**src/rtl/sipo_rx_if.sv**
```systemverilog
// rtl/sipo_rx_if.sv - serial input and parallel output handshake bundle for sipo_rx
interface sipo_rx_if #(
    parameter int WIDTH = 4
);
    localparam int CW = $clog2(WIDTH + 1);

    logic             sin;
    logic             sin_en;
    logic             frame_start;
    logic [WIDTH-1:0] pout;
    logic             pout_valid;
    logic             pout_ready;
    logic             overrun;
    logic             clr_ovr;
    logic [CW-1:0]    bit_cnt;

    modport master (
        output sin, sin_en, frame_start, pout_ready, clr_ovr,
        input  pout, pout_valid, overrun, bit_cnt
    );

    modport slave (
        input  sin, sin_en, frame_start, pout_ready, clr_ovr,
        output pout, pout_valid, overrun, bit_cnt
    );
endinterface

```
**src/rtl/sipo_rx.sv**
```systemverilog
// rtl/sipo_rx.sv - serial-in/parallel-out receiver with valid/ready holding register and sticky overrun
module sipo_rx #(
    parameter int WIDTH     = 4,
    parameter bit MSB_FIRST = 1'b1
) (
    input  logic       clk,
    input  logic       rst,
    sipo_rx_if.slave   bus
);
    localparam int            CW   = $clog2(WIDTH + 1);
    localparam logic [CW-1:0] LAST = CW'(WIDTH - 1);

    typedef enum logic {IDLE, RECV} state_e;

    state_e           state_q, state_d;
    logic [WIDTH-1:0] shreg_q, shreg_d, base, shifted;
    logic [WIDTH-1:0] pout_q, pout_d;
    logic [CW-1:0]    cnt_q, cnt_d, cnt_base;
    logic             valid_q, valid_d;
    logic             ovr_q, ovr_d;
    logic             done;

    always_comb begin
        // frame_start wipes the partial word before this cycle's sample lands
        base     = bus.frame_start ? '0 : shreg_q;
        cnt_base = bus.frame_start ? '0 : cnt_q;
        if (MSB_FIRST) shifted = {base[WIDTH-2:0], bus.sin};
        else           shifted = {bus.sin, base[WIDTH-1:1]};

        done = bus.sin_en && !bus.frame_start && (state_q == RECV) && (cnt_q == LAST);

        shreg_d = base;
        cnt_d   = cnt_base;
        if (bus.sin_en) begin
            shreg_d = done ? '0 : shifted;
            cnt_d   = done ? '0 : cnt_base + 1'b1;
        end
        state_d = (cnt_d != '0) ? RECV : IDLE;

        pout_d  = pout_q;
        valid_d = valid_q;
        ovr_d   = ovr_q && !bus.clr_ovr;
        if (done) begin
            // a word that cannot be delivered is dropped; the held word survives
            if (valid_q && !bus.pout_ready) begin
                ovr_d = 1'b1;
            end else begin
                pout_d  = shifted;
                valid_d = 1'b1;
            end
        end else if (valid_q && bus.pout_ready) begin
            valid_d = 1'b0;
        end
    end

    always_ff @(posedge clk or posedge rst) begin
        if (rst) begin
            state_q <= IDLE;
            shreg_q <= '0;
            cnt_q   <= '0;
            pout_q  <= '0;
            valid_q <= 1'b0;
            ovr_q   <= 1'b0;
        end else begin
            state_q <= state_d;
            shreg_q <= shreg_d;
            cnt_q   <= cnt_d;
            pout_q  <= pout_d;
            valid_q <= valid_d;
            ovr_q   <= ovr_d;
        end
    end

    assign bus.pout       = pout_q;
    assign bus.pout_valid = valid_q;
    assign bus.overrun    = ovr_q;
    assign bus.bit_cnt    = cnt_q;
endmodule

```
**src/flat_wrapper.sv**
```systemverilog
// flat-port wrapper written by rule: the top's interface ports become plain ports
module sipo_rx_flat 
#(
    parameter int WIDTH     = 4,
    parameter bit MSB_FIRST = 1'b1
)
  (clk, rst, bus_sin, bus_sin_en, bus_frame_start, bus_pout_ready, bus_clr_ovr, bus_pout, bus_pout_valid, bus_overrun, bus_bit_cnt);
  sipo_rx_if #(.WIDTH(WIDTH)) bus_i ();
  input  logic clk;
  input  logic rst;
  input wire logic [$bits(bus_i.sin)-1:0] bus_sin;
  input wire logic [$bits(bus_i.sin_en)-1:0] bus_sin_en;
  input wire logic [$bits(bus_i.frame_start)-1:0] bus_frame_start;
  input wire logic [$bits(bus_i.pout_ready)-1:0] bus_pout_ready;
  input wire logic [$bits(bus_i.clr_ovr)-1:0] bus_clr_ovr;
  output wire logic [$bits(bus_i.pout)-1:0] bus_pout;
  output wire logic [$bits(bus_i.pout_valid)-1:0] bus_pout_valid;
  output wire logic [$bits(bus_i.overrun)-1:0] bus_overrun;
  output wire logic [$bits(bus_i.bit_cnt)-1:0] bus_bit_cnt;
  assign bus_i.sin = bus_sin;
  assign bus_i.sin_en = bus_sin_en;
  assign bus_i.frame_start = bus_frame_start;
  assign bus_i.pout_ready = bus_pout_ready;
  assign bus_i.clr_ovr = bus_clr_ovr;
  assign bus_pout = bus_i.pout;
  assign bus_pout_valid = bus_i.pout_valid;
  assign bus_overrun = bus_i.overrun;
  assign bus_bit_cnt = bus_i.bit_cnt;
  sipo_rx #(.WIDTH(WIDTH), .MSB_FIRST(MSB_FIRST)) u_core (.clk(clk), .rst(rst), .bus(bus_i));
endmodule
```
**config.mk**
```make
export PLATFORM = sky130hd
export DESIGN_NAME = sipo_rx_flat
export DESIGN_NICKNAME = d
export VERILOG_FILES = /design/src/rtl/sipo_rx_if.sv /design/src/rtl/sipo_rx.sv /design/src/flat_wrapper.sv
export SDC_FILE = /design/constraint.sdc
export NUM_CORES = 1
export LEC_CHECK = 0
export ABC_AREA = 1
export BUFFER_PORTS_ARGS = -buffer_cell sky130_fd_sc_hd__buf_2
export CORE_ASPECT_RATIO = 1.2
export CORE_MARGIN = 2
export CORE_UTILIZATION = 31
export CTS_BUF_LIST = sky130_fd_sc_hd__clkbuf_4
export DETAILED_ROUTE_END_ITERATION = 8
export RECOVER_POWER = 50
export SYNTH_ARGS = -nofsm -noshare
export SYNTH_HDL_FRONTEND = slang
export SYNTH_SLANG_ARGS = --single-unit
```
**constraint.sdc**
```tcl
create_clock -name clk -period 1.64 [get_ports clk]
set_clock_uncertainty 0.05 [all_clocks]
set_input_delay 0.082 -clock clk [delete_from_list [all_inputs] [get_ports clk]]
set_output_delay 0.082 -clock clk [all_outputs]
set_load 0.01 [all_outputs]
```
; ---- After elaboration in Yosys (flattened, before gate mapping)
; Cells that the tools add are included.
[op_classes]
add_sub_neg = 1
n_eq_ne = 2
n_mux = 12
n_bitwise = 1
reduce_logical = 13
[op_table]
columns = operator, n
row1 = $mux W3, 6
row2 = $logic_and A1 B1 Y1, 6
row3 = $mux W1, 6
row4 = $reduce_and A2 Y1, 2
row5 = $add A3 B1 Y3 const B, 1
row6 = $eq A3 B2 Y1 const B, 1
row7 = $logic_not A1 Y1, 3
row8 = $reduce_bool A3 Y1, 1
row9 = $ne A2 B2 Y1 const B, 1
row10 = $reduce_bool A2 Y1, 1
row11 = $not A1 Y1, 1
[totals]
reg_bits = 13
elab_cells = 35

; ---- Depth between registers and ports, before layout
; Gate-level depths: netlist (run 1).
[depth]
depth_word = 8
mapped_depth = 11
mapped_depth_nobuf = 11

; ---- Least setup slack after synthesis (run 1)
; No wires, ideal clock.
[synth_timing]
path_kind = reg-to-reg
start = reg u_core.cnt_q[0] (netlist: u_core.bus.bit_cnt[0])
end = reg u_core.state_q
setup_time_ps = 119
arrival_time_ps = 1113
slack_ps = 358
stages_incl_launch_ff = 10
path_cell_list = dfrtp_1 nand2_2 inv_1 ha_1 nand2_4 nand2_1 nand2_1 nor2_2 nor2_1 nand2_1
[synth_between]
elab_chain_cells = 6
elab_cells_between_ends = 8
cone_classes = add/sub (1) / eq/ne (1) / mux (4) / reduce/logical (2)
[synth_lines]
columns = item, line
row1 = start: declaration, sipo_rx.sv:18  ; logic [CW-1:0] cnt_q, cnt_d, cnt_base;
row2 = start signal: assignment, sipo_rx.sv:67  ; cnt_q <= cnt_d;
row3 = $mux W3 / $eq A3 B2 Y1 (equally long branches), "sipo_rx.sv:26, sipo_rx.sv:30"
row4 = $add A3 B1 Y3 / $logic_and A1 B1 Y1 (equally long branches), "sipo_rx.sv:36, sipo_rx.sv:30"
row5 = $mux W3 (*), sipo_rx.sv:36  ; cnt_d = done ? '0 : cnt_base + 1'b1;
row6 = $mux W3 (*), sipo_rx.sv:34  ; if (bus.sin_en) begin
row7 = named net u_core.cnt_d[2], sipo_rx.sv:18
row8 = $reduce_bool A3 Y1 (*), sipo_rx.sv:38  ; state_d = (cnt_d != '0) ? RECV : IDLE;
row9 = $mux W1 (*), sipo_rx.sv:38
row10 = named net u_core.state_d, sipo_rx.sv:15  ; state_e state_q, state_d;
row11 = end signal: assignment, sipo_rx.sv:65  ; state_q <= state_d;
row12 = end: declaration, sipo_rx.sv:15
; The timed path passes the listed nets; every way through them passes the cells marked *.
; A chain may end at the register's enable or synchronous reset.

; ---- Worst setup path in the final report (run 1)
; Ends and elaborated chain as after synthesis.

==> results.ini, run 1 <==
[run_status]
outcome=completed

[sta]
rsz0062_at_grt=no
period_share_pct=83.4
holdWs_ns=0.0213
worst_pin_slew_ns=0.507
fin_tns_setup_ns=0
finalCriticalPeriod_ns=1.37
clock.fmax_mhz=731
hold_viol_final=0
finalSetupViolations=0
drv_slew=0
slew_headroom_pct=66.1

[worst_setup_path]
critPathKind=flip-flop to flip-flop
path_common_cell=nand2_1
r2r_slack_ns=0.27
end_kind=flip-flop
crit_arrival_ns=1.54
cp_cell_sequence=nand2_1 -> inv_1 -> ha_1 -> nand2_4 -> clkinv_1 -> nand2_1 -> nand2_1 -> nor2_2 -> nor2_1 -> nand2_1
timing.rr.start=u_core.bus.bit_cnt[0]$_DFF_PP0_
r2r_end=u_core.state_q$_DFF_PP0_
max_stage_delay_ns=0.43
reg2reg_depth=10
worstPathMaxFanout=4
required_ns=1.81
crit_path_top_delay_cell=dfrtp_1
worst_setup_path_start_kind=flip-flop

[synth]
ys.flop_type=dfrtp_1
synth-edff-count=0
synth_most_common_cell=nand2_1
netlist_top_cells_area=dfrtp_1 49%, nand2_1 9.1%, inv_1 5.1%, o21ai_1 4.5%, nand2_4 3.4%
syn_nets=81
yosys_register_bits=13
yosysWarnings=0
netlist.area_leader.share_pct=49.1
ys_seq_area_share_pct=49.1
ys_top_cells_by_count=16 x nand2_1, 13 x dfrtp_1, 9 x inv_1, 6 x nor2_1, 6 x o21ai_1
synth_cell_types=19
netlist_instances=73
syn_avg_cell_area_um2=9.07
yosys.area.top_type=dfrtp_1
synth_area_um2=662
ys_async_sr_fraction_pct=100

[global_routing]
grt_antenna_before_repair=0
grt_overflow=0
grt_max_degree=14
grt_util_all_layers_pct=11.1
grt_pass1_vias=443
grt_first_pass_wirelength_mm=1.88

[clocking]
clock-root-buffer=clkbuf_4
cts_max_level=1
cts.sinks=13
tritoncts=built
clock_latency_ns=0.27
hold_buffers=2
cts_buffers=3
clk_pin_slew_ns=0.08
cts_max_path_buffers=2
cts-resized-gates=0
post-cts-setup-buffers=0

[floorplan]
core_area_um2=2050
num_rows=18
die_x_um=46.2
die_area_um2=2520
dieHeight_um=54.6
io_pins=16
initial_core_util_pct=32.3

[detailed_routing]
ant_nets=0
via_count=526
drc=0
drt_wl_total_mm=1.22
drt_pass1_iterations=4
first_iter_violations=6
viasPerCell=4.28
wire_per_inst_um=9.89

[min_path]
holdPathEnd=u_core.bus.pout[0]$_DFFE_PP0P_
hp-class=input port to flip-flop
hold_depth=3
hp-start=bus_sin

[pwr]
internal_power_w=0.000519
p_leak_nw=0.433
power_frac_seq_pct=51.9
power_switching_w=0.000205
swShare_pct=28.3
p_total_w=0.000723
pwr-share-comb_pct=18.7
pwr-share-clk_pct=29.4
powerDensity_nw_per_um2=896
peakVddDrop_mv=0.349

[final_layout]
final_area_um2=807
layout.nets=102
area_growth_pct=21.9
drive_gt1_share_pct=32.3
num_antenna_cells=0

[placement]
dp_hpwl_um=965
gp_congestion=0.738
io_buffers=15
placed_area_um2=763

[run]
cap_violations=0

-- layout make-up --
cell class,count,area [um2]
clock buffer,4,30.0
fill,215,1240
sequential,13,325
multi-input combinational,45,268
timing repair buffer,17,91.3
inverter,14,55.1
tap,30,37.5
-- state kept, by name, summed over array words and instances (netlist names) --
| register | cells |
|---|---|
| u_core.state_q | 1 |
| u_core.bus.bit_cnt | 3 |
| u_core.bus.pout | 4 |
| u_core.bus.overrun | 1 |
| u_core.bus.pout_valid | 1 |
| u_core.shreg_q | 3 |
-- kinds of logic after synthesis --
kind of cell	Yosys count	share of synthesized area, %
DFF	13	49.1
adders and majority gates	1	1.89
buffers and inverters	15	10.0
AOI/OAI and AO/OA	7	6.43
xor gates and xnor gates	1	1.32
and+or+nand+nor	36	31.2
-- metrics by stage --
step | utilization, % | setup slack, ns | cells
2_1_floorplan | - | 0.358 | 73
3_3_place_gp | 37.2 | 0.342 | 117
3_5_place_dp | 37.2 | 0.311 | 117
4_1_cts | 39.7 | 0.293 | 123
5_1_grt | 39.4 | 0.181 | 123
6_report | 39.4 | 0.272 | 123
-- worst max path at each step --
stage	startpoint	end	slack [ns]	depth (start not counted)
2_1_floorplan	u_core.bus.bit_cnt[0]$_DFF_PP0_	u_core.state_q$_DFF_PP0_	0.36	9
3_3_place_gp	u_core.bus.bit_cnt[0]$_DFF_PP0_	u_core.state_q$_DFF_PP0_	0.34	9
3_5_place_dp	u_core.bus.bit_cnt[0]$_DFF_PP0_	u_core.state_q$_DFF_PP0_	0.31	10
4_1_cts	u_core.bus.bit_cnt[0]$_DFF_PP0_	u_core.state_q$_DFF_PP0_	0.29	10
5_1_grt	u_core.bus.bit_cnt[0]$_DFF_PP0_	u_core.state_q$_DFF_PP0_	0.18	10
6_report	u_core.bus.bit_cnt[0]$_DFF_PP0_	u_core.state_q$_DFF_PP0_	0.27	10
-- worst max-delay path, delay by kind of cell, from the launching register on --
| family | cells | cell delay (ns) |
|---|---|---|
| AND/OR/NAND/NOR | 7 | 0.52 |
| flip-flops | 1 | 0.43 |
| adder cells (fa/ha/maj) | 1 | 0.22 |
| buffers and inverters | 2 | 0.10 |
-- layout by cell type (no fill, tap or decap) --
master	n
buf_2	12
clkbuf_1	3
clkbuf_4	4
clkinv_1	1
dfrtp_1	13
dlygate4sd3_1	2
ha_1	1
inv_1	9
inv_2	3
inv_4	1
nand2_1	17
nand2_4	2
nand3_1	4
nand3_2	2
nand3b_4	1
nor2_1	6
nor2_2	2
nor2_4	2
o21ai_1	6
o22ai_2	1
xor2_1	1
-- metal layers --
metal | track usage (%) | part of all wire [%] | vias up
met4 | 7.14 | 1.9 | 0
met1 | 12.8 | 45 | 243
met5 | 0 | 0 | -
li1 | - | - | 267
met3 | 2.97 | 3.3 | 4
met2 | 17.8 | 50 | 12
-- power groups by stage --
stage / logic [W] / clock network, W / registers [W]
floorplan: 0.0000784 / 0 / 0.000393
global placement: 0.000135 / 0 / 0.000382
detailed placement: 0.000138 / 0 / 0.000382
CTS: 0.000142 / 0.000226 / 0.000376
global route: 0.000152 / 0.000232 / 0.000379
finish: 0.000136 / 0.000213 / 0.000375
Power figures use the tool's default switching activity.
==> run 2: changes to the inputs <==
==> constraint.sdc (replaced) <==
create_clock -name clk -period 1.1 [get_ports clk]
set_clock_uncertainty 0.05 [all_clocks]
set_input_delay 0.055 -clock clk [delete_from_list [all_inputs] [get_ports clk]]
set_output_delay 0.055 -clock clk [all_outputs]
set_load 0.01 [all_outputs]
==> run 2 against run 1 <==
The run now ends with setup timing left; final area grew 13%; final cell count grew 8.1%; worst hold slack gained 0.094 ns; sequential power grew 48%; via count grew 2.9%; non-clock buffer count grew 10; critical path type unchanged; critical endpoint unchanged; largest power group unchanged; highest routed layer unchanged.
==> results.ini, run 2 (synthesized netlist as in run 1, its figures left out) <==
[run_status]
outcome=finished with violations
violations=setup timing

[sta]
setup_slack_ns=-0.0898
period_share_pct=108
worst_pin_slew_ns=0.492
finalSetupViolations=6
rsz0062_at_grt=yes
finalCriticalPeriod_ns=1.19
holdWs_ns=0.115
clock.fmax_mhz=840
drv_slew=0
slew_headroom_pct=67.2
hold_viol_final=0

[global_routing]
grt_overflow=0
grt_first_pass_wirelength_mm=2.37
grt_antenna_before_repair=0
grt_pass1_vias=559
grt_util_all_layers_pct=13.7
grt_max_degree=14

[worst_setup_path]
r2r_slack_ns=-0.09
required_ns=1.22
timing.rr.start=u_core.bus.bit_cnt[0]$_DFF_PP0_
worstPathMaxFanout=4
worst_setup_path_start_kind=flip-flop
cp-startpoint=u_core.bus.bit_cnt[0]$_DFF_PP0_
crit_arrival_ns=1.30
cp-endpoint=u_core.state_q$_DFF_PP0_
reg2reg_depth=6
critPathKind=flip-flop to flip-flop
end_kind=flip-flop
r2r_end=u_core.state_q$_DFF_PP0_

[floorplan]
io_pins=16
dieHeight_um=54.6
initial_core_util_pct=32.3
die_area_um2=2520
die_x_um=46.2
core_area_um2=2050
num_rows=18

[detailed_routing]
drt_pass1_iterations=4
wire_per_inst_um=9.61
ant_nets=0
drt_wl_total_mm=1.28
first_iter_violations=13
drc=0
viasPerCell=4.07
via_count=541

[final_layout]
layout.nets=112
area_growth_pct=37.8
layout_common_cells=15 x nand2_1, 15 x buf_2, 13 x dfrtp_1
drive_gt1_share_pct=46.6
largest_reg_flops=4
final_cell_count_no_fill=133
num_antenna_cells=0
utilization_pct=44.5

[min_path]
hp-start=bus_sin_en
hp-class=input port to flip-flop

[placement]
dp_hpwl_mm=1.03
gp_congestion=0.755
io_buffers=15
dp.cells=126

[clocking]
cts_buffers=3
clock-root-buffer=clkbuf_4
cts_max_level=1
cts_max_path_buffers=2
cts.sinks=13
clk_pin_slew_ns=0.08
clock_latency_ns=0.27
tritoncts=built

[pwr]
powerDensity_nw_per_um2=1240
peakVddDrop_mv=0.701
p_leak_nw=0.498

[run]
cap_violations=0

run 2: cell count changes in the layout (fill, tap and decap cells not counted), sizes merged:
cell	previous run	this run
buf	12	24
clkbuf	7	4
dlygate4sd3	2	3
run 2: how the worst min path moves through the flow:
stage,to,slack (ns),depth (start not counted)
2_1_floorplan,u_core.bus.bit_cnt[0]$_DFF_PP0_,-0.12,1
3_3_place_gp,u_core.bus.overrun$_DFF_PP0_,0.05,2
3_5_place_dp,u_core.bus.pout_valid$_DFFE_PP0P_,0.05,2
4_1_cts,u_core.bus.bit_cnt[0]$_DFF_PP0_,0.12,3
5_1_grt,u_core.bus.bit_cnt[0]$_DFF_PP0_,0.11,3
6_report,u_core.bus.bit_cnt[0]$_DFF_PP0_,0.12,3
run 2: report_power, final:
group / switching (W) / internal, W / leakage (nW)
Combinational: 0.000137 / 0.000125 / 0.307
Sequential: 0.0000284 / 0.000528 / 0.172
Clock: 0.000150 / 0.000165 / 0.0184
run 2: worst max-delay path, stage by stage (launching register included):
cell and delay [ns]:
dfrtp_1 0.38, buf_4 0.13, nand3_2 0.08, nor2_4 0.19
nor2_1 0.08, nor2_2 0.11, nand2_1 0.06
run 2: final cells by class:
| class | instances | area (um2) |
|---|---|---|
| well taps | 30 | 37.5 |
| repair buffers | 27 | 173 |
| fillers | 207 | 1140 |
| inverters | 14 | 56.3 |
| clock buffers | 4 | 30.0 |
| flip-flops and latches | 13 | 325 |
| multi-input cells | 45 | 290 |
run 2: per-stage QoR:
stage	power [W]	TNS, ns	cell area (um2)	setup slack [ns]
final	0.00113	-0.324	912	-0.0898
after global routing	0.00122	-1.23	912	-0.221
after CTS	0.00114	-0.367	905	-0.104
after detailed placement	0.000823	-0.412	843	-0.110
after global placement	0.000815	-0.205	843	-0.0761
after floorplan	0.000708	-0.299	674	-0.123
run 2: repair_timing:
item                       4_1_cts  5_1_grt
resized for setup                1        2
pin swaps                        1        3
hold buffers                     3        0
cloned                           0        0
setup buffers                    0        0
hold endpoints to repair        16        0
setup endpoints to repair        7       10
run 2: per-layer routing:
layer / up-vias / global-route usage (%) / wire length [um]
li1: 282 / - / -
met1: 249 / 15.2 / 561
met2: 8 / 22.7 / 655
met3: 2 / 3.96 / 37
met4: 0 / 8.57 / 23
met5: - / 0 / 0
